[config.mk]
export PLATFORM = sky130hd
export DESIGN_NAME = rti_fsm_flat
export DESIGN_NICKNAME = d
export VERILOG_FILES = /design/src/rtl/rti_fsm_pkg.sv /design/src/rtl/rti_fsm_if.sv /design/src/rtl/rti_fsm.sv /design/src/flat_wrapper.sv
export SDC_FILE = /design/constraint.sdc
export NUM_CORES = 1
export LEC_CHECK = 0
export ABC_AREA = 1
export CAP_MARGIN = 20
export CORE_AREA = 3 3 40 42
export CTS_CLUSTER_DIAMETER = 120
export DETAILED_ROUTE_END_ITERATION = 10
export DIE_AREA = 0 0 43 45
export MAX_ROUTING_LAYER = met4
export PLACE_DENSITY_LB_ADDON = 0.05
export SETUP_SLACK_MARGIN = 0.4
export SLEW_MARGIN = 40
export SYNTH_ARGS = -nofsm -noshare
export SYNTH_HDL_FRONTEND = slang
export SYNTH_SLANG_ARGS = --single-unit
export TNS_END_PERCENT = 5
[constraint.sdc]
create_clock -name clk -period 1.85 [get_ports clk]
set_input_delay 0.185 -clock clk [delete_from_list [all_inputs] [get_ports clk]]
set_output_delay 0.185 -clock clk [all_outputs]
set_load 0.01 [all_outputs]
[src/rtl/rti_fsm_pkg.sv]
// rti_fsm shared types and opcodes.
// State order follows the injected sequence.
`timescale 1ns/1ps
package rti_fsm_pkg;

  localparam logic [15:0] POP_PC_HIGH_OP = 16'b0110_0000_1000_1001;
  localparam logic [15:0] POP_PC_LOW_OP  = 16'b0110_0000_1000_1000;
  localparam logic [15:0] POP_CCR_OP     = 16'hFFFF;
  localparam logic [15:0] NOP_OP         = 16'h0000;

  typedef enum logic [2:0] {
    IDLE        = 3'd0,
    POP_PC_HIGH = 3'd1,
    POP_PC_LOW  = 3'd2,
    POP_CCR     = 3'd3,
    NOP_1       = 3'd4,
    NOP_2       = 3'd5,
    NOP_3       = 3'd6,
    NOP_4       = 3'd7
  } rti_state_t;

  function automatic logic [15:0] state_op(
    input rti_state_t s
  );
    logic [15:0] op;
    op = POP_PC_HIGH_OP;
    unique case (1'b1)
      (s == POP_PC_LOW): op = POP_PC_LOW_OP;
      (s == POP_CCR):    op = POP_CCR_OP;
      (s == NOP_1),
      (s == NOP_2),
      (s == NOP_3),
      (s == NOP_4):      op = NOP_OP;
      default:           op = POP_PC_HIGH_OP;
    endcase
    return op;
  endfunction

endpackage

[src/rtl/rti_fsm_if.sv]
// RTI request and injected-instruction bundle.
// Master issues rti; slave drives out/stall.
`timescale 1ns/1ps
interface rti_fsm_if;
  logic        rti;
  logic [15:0] out;
  logic        stall;

  modport master (
    output rti,
    input  out,
    input  stall
  );

  modport slave (
    input  rti,
    output out,
    output stall
  );
endinterface

[src/rtl/rti_fsm.sv]
// Return-from-interrupt sequencer.
// Injects pop PC hi/lo, pop CCR, 4 NOPs.
`timescale 1ns/1ps
module rti_fsm
  import rti_fsm_pkg::*;
(
  input  logic      clk,
  input  logic      reset,
  rti_fsm_if.slave  bus
);

  rti_state_t state;

  // Walk the fixed sequence; accept rti only in IDLE.
  always_ff @(posedge clk or negedge reset) begin
    if (!reset) begin
      state <= IDLE;
    end else begin
      unique case (state)
        IDLE:        state <= bus.rti ? POP_PC_HIGH
                                      : IDLE;
        POP_PC_HIGH: state <= POP_PC_LOW;
        POP_PC_LOW:  state <= POP_CCR;
        POP_CCR:     state <= NOP_1;
        NOP_1:       state <= NOP_2;
        NOP_2:       state <= NOP_3;
        NOP_3:       state <= NOP_4;
        NOP_4:       state <= IDLE;
        default:     state <= IDLE;
      endcase
    end
  end

  // Moore decode: outputs depend only on state.
  always_comb begin
    bus.out   = state_op(state);
    bus.stall = (state != IDLE);
  end

endmodule

[src/flat_wrapper.sv]
// flat-port wrapper written by rule: the top's interface ports become plain ports
module rti_fsm_flat import rti_fsm_pkg::*;
  (clk, reset, bus_rti, bus_out, bus_stall);
  rti_fsm_if bus_i ();
  input  logic clk;
  input  logic reset;
  input wire logic [$bits(bus_i.rti)-1:0] bus_rti;
  output wire logic [$bits(bus_i.out)-1:0] bus_out;
  output wire logic [$bits(bus_i.stall)-1:0] bus_stall;
  assign bus_i.rti = bus_rti;
  assign bus_out = bus_i.out;
  assign bus_stall = bus_i.stall;
  rti_fsm u_core (.clk(clk), .reset(reset), .bus(bus_i));
endmodule
==> flow_metrics.tcl, run 1 <==
set metrics [dict create \
    run_status "complete, no violations" \
    cts_num_sinks 3 \
    maxClockFrequency_mhz 671 \
    dp.cells 51 \
    clock_latency_ns 0.23 \
    post-place-ws_ns 0.209 \
    syn_area_um2 234 \
    maxCapViolCount 0 \
    cp-startpoint "u_core.state[2]" \
    layout_cells_sized_above_1_pct 26.8 \
    cts_root_buf "clkbuf_4" \
    drt_pre_antenna_iters 2 \
    setup_ws_ns 0.360 \
    floorplan.core_area_um2 1280 \
    max_flop_register "u_core.state" \
    die_y_um 45 \
    antenna_violations_before_repair 0 \
    top_cell_type_by_total_area_after_synthesis "buf_4" \
    finalSetupViolations 0 \
    syn_avg_cell_area_um2 7.80 \
    multi_input_area_um2 52.6 \
    grt_usage_pct 4.82 \
    grt_setup_unrepaired "true" \
    cts_buffer_depth 2 \
    post-route-drc-count 0 \
    port-buffer-count 19 \
    io_pins 20 \
    worst_r2r_setup_slack_ns 0.99 \
    share_clk_of_total_power_pct 14.5 \
    number_of_h_tree_branching_levels 1 \
    cts_buffers 3 \
    grt_first_pass_wirelength_um 558 \
    fp.dieArea_um2 1940 \
    instance_area_after_placement_um2 345 \
    switching_share_pct 42.8 \
    synth_async_sr_flop_share_pct 100 \
    std_cell_rows 13 \
    tightestPinTransition_ns 0.151 \
    synth.most_common_cell "buf_4" \
    irDropWorstVdd_uv 649 \
    combinational_group_share_of_total_power_pct 67.9 \
    postRouteWirelength_um 494 \
    timing.reg2reg.worst_path_depth 4 \
    timing.hold.worst.class "in2async" \
    cp-endpoint "bus_out[14]" \
    final-instance-count-excl-fill 56 \
    vias_in_the_first_global_route 140 \
    synth-warning-count 0 \
    ys.flop_type "dfrtp_1" \
    crit_required_ns 1.66 \
    syn_inst 30 \
    post_drt_wl_per_cell_um 8.82 \
    cp_data_arrival_time_ns 1.30 \
    final_design_area_no_fill_um2 384 \
    cts.repair_timing.setup_buffer_count 0 \
    internal_power_mw 0.451 \
    post-route-period-util_pct 80.5 \
    worst-path-max-fanout 6 \
    timing_max_transition_violations_final 0 \
    ys_top_cells_by_area "buf_4 42%, dfrtp_1 32%, nand2_2 5.3%" \
    post-synth-top-area-fraction_pct 41.7 \
    avgViaCountPerCell 3.46 \
    timing.critical_path.to_type "primary output" \
    power_density_nw_per_um2 2050 \
    biggestRegsByFlops "u_core.state (3)" \
    edff_count_synth 0 \
    final.setup.tns_ns 0 \
    power.sequential.fraction_pct 17.6 \
    cts-hold-fix-buffers 0 \
    synthTopCellsByCount "13 x buf_4, 3 x dfrtp_1, 3 x inv_1, 3 x nand2_1, 3 x nor2_1" \
    timing.slew.headroom_pct 89.9 \
    post-route-min-period_ns 1.49 \
    p_sw_mw 0.337 \
    antenna_left 0 \
    leakagePower_nw 0.177 \
    post-dp-hpwl_um 366 \
    synth_seq_area_share_pct 32.1 \
    fillerInstances 136 \
    timing.final.hold_violations 0 \
    syn2layout_area_growth_pct 64.2 \
    worstSetupPathType "reg2out" \
    postSynthRegisterBits 3 \
    post_synth_num_cell_types 8 \
    insertedDiodeCount 0 \
    start_util_pct 18.2 \
    fin_nets 45 \
    layout.core_utilization_pct 29.9 \
    reg2reg_from "u_core.state[1]" \
    grt_max_degree 12 \
    clock_tree_from_tritoncts "yes" \
    num_vias 194 \
    sequential_cell_area_um2 75.1 \
    worst_setup_path_start_kind "register" \
    worst_clock_skew_ns 0.000748 \
    synth.net_count 33 \
    worst_setup_hold_path_clk_slew_ns 0.04 \
    r2r_end "u_core.state[2]" \
    globalplace.congestion 0.714 \
    grt-ovfl-total 0 \
    flip_flop_count_of_the_largest_register_after_layout 3 \
    first_iter_violations 3 \
    floorplan.die.width_um 43 \
]
==> power by group through the flow <==
stage / clock network, mW / logic [mW] / registers [mW]
final: 0.114 / 0.535 / 0.139
after global routing: 0.128 / 0.579 / 0.142
after CTS: 0.124 / 0.499 / 0.135
after detailed placement: 0 / 0.578 / 0.134
after global placement: 0 / 0.581 / 0.134
after floorplan: 0 / 0.389 / 0.129
==> metrics by stage <==
| stage | hold WS (ns) | power [mW] |
|---|---|---|
| after floorplan | -0.111 | 0.518 |
| after detailed placement | 0.379 | 0.712 |
| after global routing | 0.127 | 0.848 |
| after global placement | 0.378 | 0.715 |
| final | 0.134 | 0.788 |
| after CTS | 0.126 | 0.758 |
==> cells by family after synthesis <==
family,after synthesis,synth area share [%]
buffers and inverters,17,48.7
DFF,3,32.1
AOI/OAI and AO/OA,2,4.28
and+or+nand+nor,8,15.0
==> per-layer routing <==
layer	up-vias	part of all wire, %	global-route usage, %
met3	0	7.3	1.59
met4	0	0	9.04
met1	89	37	4.13
met5	-	0	-
met2	8	55	5.99
li1	97	-	-
==> cell usage in the layout, fill, tap and decap left out <==
master / synthesis / final
clkbuf_1: 0 / 1
clkinvlp_4: 0 / 2
dlygate4sd2_1: 0 / 1
inv_1: 3 / 1
a21oi_1: 2 / 2
nand2_1: 3 / 3
inv_2: 0 / 1
clkinv_2: 1 / 1
dfrtp_1: 3 / 3
clkdlybuf4s15_1: 0 / 10
nor2_1: 3 / 2
clkbuf_4: 0 / 3
nand2_4: 0 / 1
clkdlybuf4s50_1: 0 / 7
clkbuf_2: 0 / 1
nand2_2: 2 / 1
nor2_2: 0 / 1
==> layout make-up <==
type,count,share of cell area (%)
Timing Repair Buffer,19,47.9
Clock buffer,4,6.84
Multi-Input combinational cell,10,13.7
Timing Repair inverter,1,1.95
Tap cell,15,4.89
Inverter,4,5.21
Sequential cell,3,19.5
==> worst max-delay path, cell delays in order, from the launching register on <==
cell,delay (ns)
dfrtp_1,0.40
inv_2,0.12
clkdlybuf4s50_1,0.55
==> what timing repair did <==
action | in CTS | in global routing
gates cloned | 0 | 1
endpoints found under the setup margin | 17 | 16
resized for setup | 14 | 15
==> worst min path at each step <==
stage,cells after the start,from,end
final,1,reset,u_core.state[1]
after detailed placement,1,reset,u_core.state[0]
after CTS,1,reset,u_core.state[1]
after global routing,1,reset,u_core.state[0]
after floorplan,0,reset,u_core.state[0]
after global placement,1,reset,u_core.state[1]
Note: power is estimated with default switching activity, not from simulation.
==> inputs of run 2 (changes only) <==
==> constraint.sdc (replaced) <==
create_clock -name clk -period 1.45 [get_ports clk]
set_input_delay 0.145 -clock clk [delete_from_list [all_inputs] [get_ports clk]]
set_output_delay 0.145 -clock clk [all_outputs]
set_load 0.01 [all_outputs]
==> flow_metrics.tcl, run 2 (synthesis gave the netlist of run 1 again) <==
set metrics [dict create \
    run_status "complete, no violations" \
    cts-hold-fix-buffers 0 \
    clock_tree_from_tritoncts "yes" \
    post-route-drc-count 0 \
    timing.slew.headroom_pct 90.3 \
    timing.reg2reg.worst_path_depth 4 \
    timing.hold.worst.class "in2async" \
    layout_commonest_cell "buf_2" \
    grt-ovfl-total 0 \
    dp.cells 55 \
    worstPathCellList "nand2_2 -> buf_4 -> a21oi_1 -> clkdlybuf4s15_2" \
    maxClockFrequency_mhz 782 \
    tightestPinTransition_ns 0.145 \
    num_vias 200 \
    number_of_h_tree_branching_levels 1 \
    worstSetupPathType "reg2out" \
    drt_pre_antenna_iters 2 \
    std_cell_rows 13 \
    clock_latency_ns 0.23 \
    timing.critical_path.depth 4 \
    worst_setup_hold_path_clk_slew_ns 0.04 \
    finalPower_mw 1.01 \
    worst-path-max-fanout 2 \
    cts_root_buf "clkbuf_4" \
    finalSetupViolations 0 \
    final.hold.worst_slack_ns 0.0992 \
    final-instance-count-excl-fill 61 \
    insertedDiodeCount 0 \
    start_util_pct 18.2 \
    floorplan.die.width_um 43 \
    grt_setup_unrepaired "true" \
    post_drt_wl_per_cell_um 8.84 \
    critical_path.slowest_cell "dfrtp_1" \
    floorplan.core_area_um2 1280 \
    final_cell_mix "11 x buf_2, 5 x buf_4, 4 x dlygate4sd2_1" \
    post-route-min-period_ns 1.28 \
    postRouteWirelength_um 539 \
    fp.dieArea_um2 1940 \
    max_flop_register "u_core.state" \
    instance_area_after_placement_um2 379 \
    final_design_area_no_fill_um2 370 \
    port-buffer-count 19 \
    timing.final.hold_violations 0 \
    worst_clock_skew_ns 0.00132 \
    die_y_um 45 \
    worst_setup_path_start_kind "register" \
    crit_path_max_incr_delay_ns 0.35 \
    maxCapViolCount 0 \
    crit_required_ns 1.31 \
    io_pins 20 \
    timing.critical_path.to_type "primary output" \
    biggestRegsByFlops "u_core.state (3)" \
    first_iter_violations 1 \
    syn2layout_area_growth_pct 58.3 \
    antenna_violations_before_repair 0 \
    layout_cells_sized_above_1_pct 58.7 \
    grt_max_degree 7 \
    fin_nets 50 \
    critical-path-top-delay-family "buffers and inverters" \
    avgViaCountPerCell 3.28 \
    post-route-period-util_pct 88.2 \
    flip_flop_count_of_the_largest_register_after_layout 3 \
    globalplace.congestion 0.683 \
    leakagePower_nw 0.209 \
    grt_first_pass_wirelength_um 848 \
    vias_in_the_first_global_route 196 \
    cp.buffers_inverters 2 \
    timing_max_transition_violations_final 0 \
    cp_data_arrival_time_ns 1.13 \
    antenna_left 0 \
    cts_num_sinks 3 \
    irDropWorstVdd_uv 802 \
    cts_buffers 3 \
    cts_buffer_depth 2 \
    power_density_nw_per_um2 2720 \
    grt_usage_pct 7.03 \
    final.setup.tns_ns 0 \
]
## run 2: cell count changes in the layout (fill, tap and decap cells not counted), sizes merged
cell / change
buf: +16
clkdlybuf4s50: -5
dlygate4sd2: +3
clkbuf: -1
clkdlybuf4s15: -8
## run 2: worst reg2reg max path: cells and delay by family, from the launching register on
family | cells | cell delay, ns
buf+inv | 1 | 0.07
flops | 1 | 0.38
simple gates | 3 | 0.24
## run 2: repair_timing
action	4_1_cts	5_1_grt
buffers inserted	1	0
setup endpoints to repair	17	17
gates cloned	1	0
gates resized for setup	57	0
hold endpoints to repair	0	0
pin swaps	2	0
## run 2: power by group
part | internal [mW] | switching [mW] | leakage (nW)
Clock | 0.103 | 0.0412 | 0.0150
Sequential | 0.129 | 0.0251 | 0.0353
Combinational | 0.336 | 0.374 | 0.159
## run 2: metrics by stage
step	worst slack, ns	util [%]
final	0.171	28.8
after floorplan	0.333	-
after global placement	0.0366	29.5
after CTS	0.153	28.8
after global routing	0.0859	28.8
after detailed placement	-0.00379	29.5
## run 2: cell type report
type / instances / area [um^2]
clock buffer: 4 / 26.3
fill: 153 / 915
multi-input combinational: 10 / 52.6
timing repair inverter: 1 / 7.51
inverter: 4 / 20.0
tap: 15 / 18.8
sequential: 3 / 75.1
timing repair buffer: 24 / 170
## run 2: per-layer routing
layer	up-vias	part of all wire (%)	global-route usage (%)
li1	109	-	-
met1	84	36	5.54
met2	7	58	10.2
met3	0	6.7	2.79
met4	0	0	10.8
met5	-	0	-
## run 2: final timing paths
kind	startpoint	endpoint	slack [ns]
worst max-delay path	u_core.state[0]	bus_out[0]	0.17
worst min-delay path	reset	u_core.state[1]	0.1
worst max register to register	u_core.state[0]	u_core.state[2]	0.64
worst min register to register	u_core.state[0]	u_core.state[0]	0.55
max in group asynchronous	reset	u_core.state[2]	1.21
min in group clk	bus_rti	u_core.state[0]	0.45
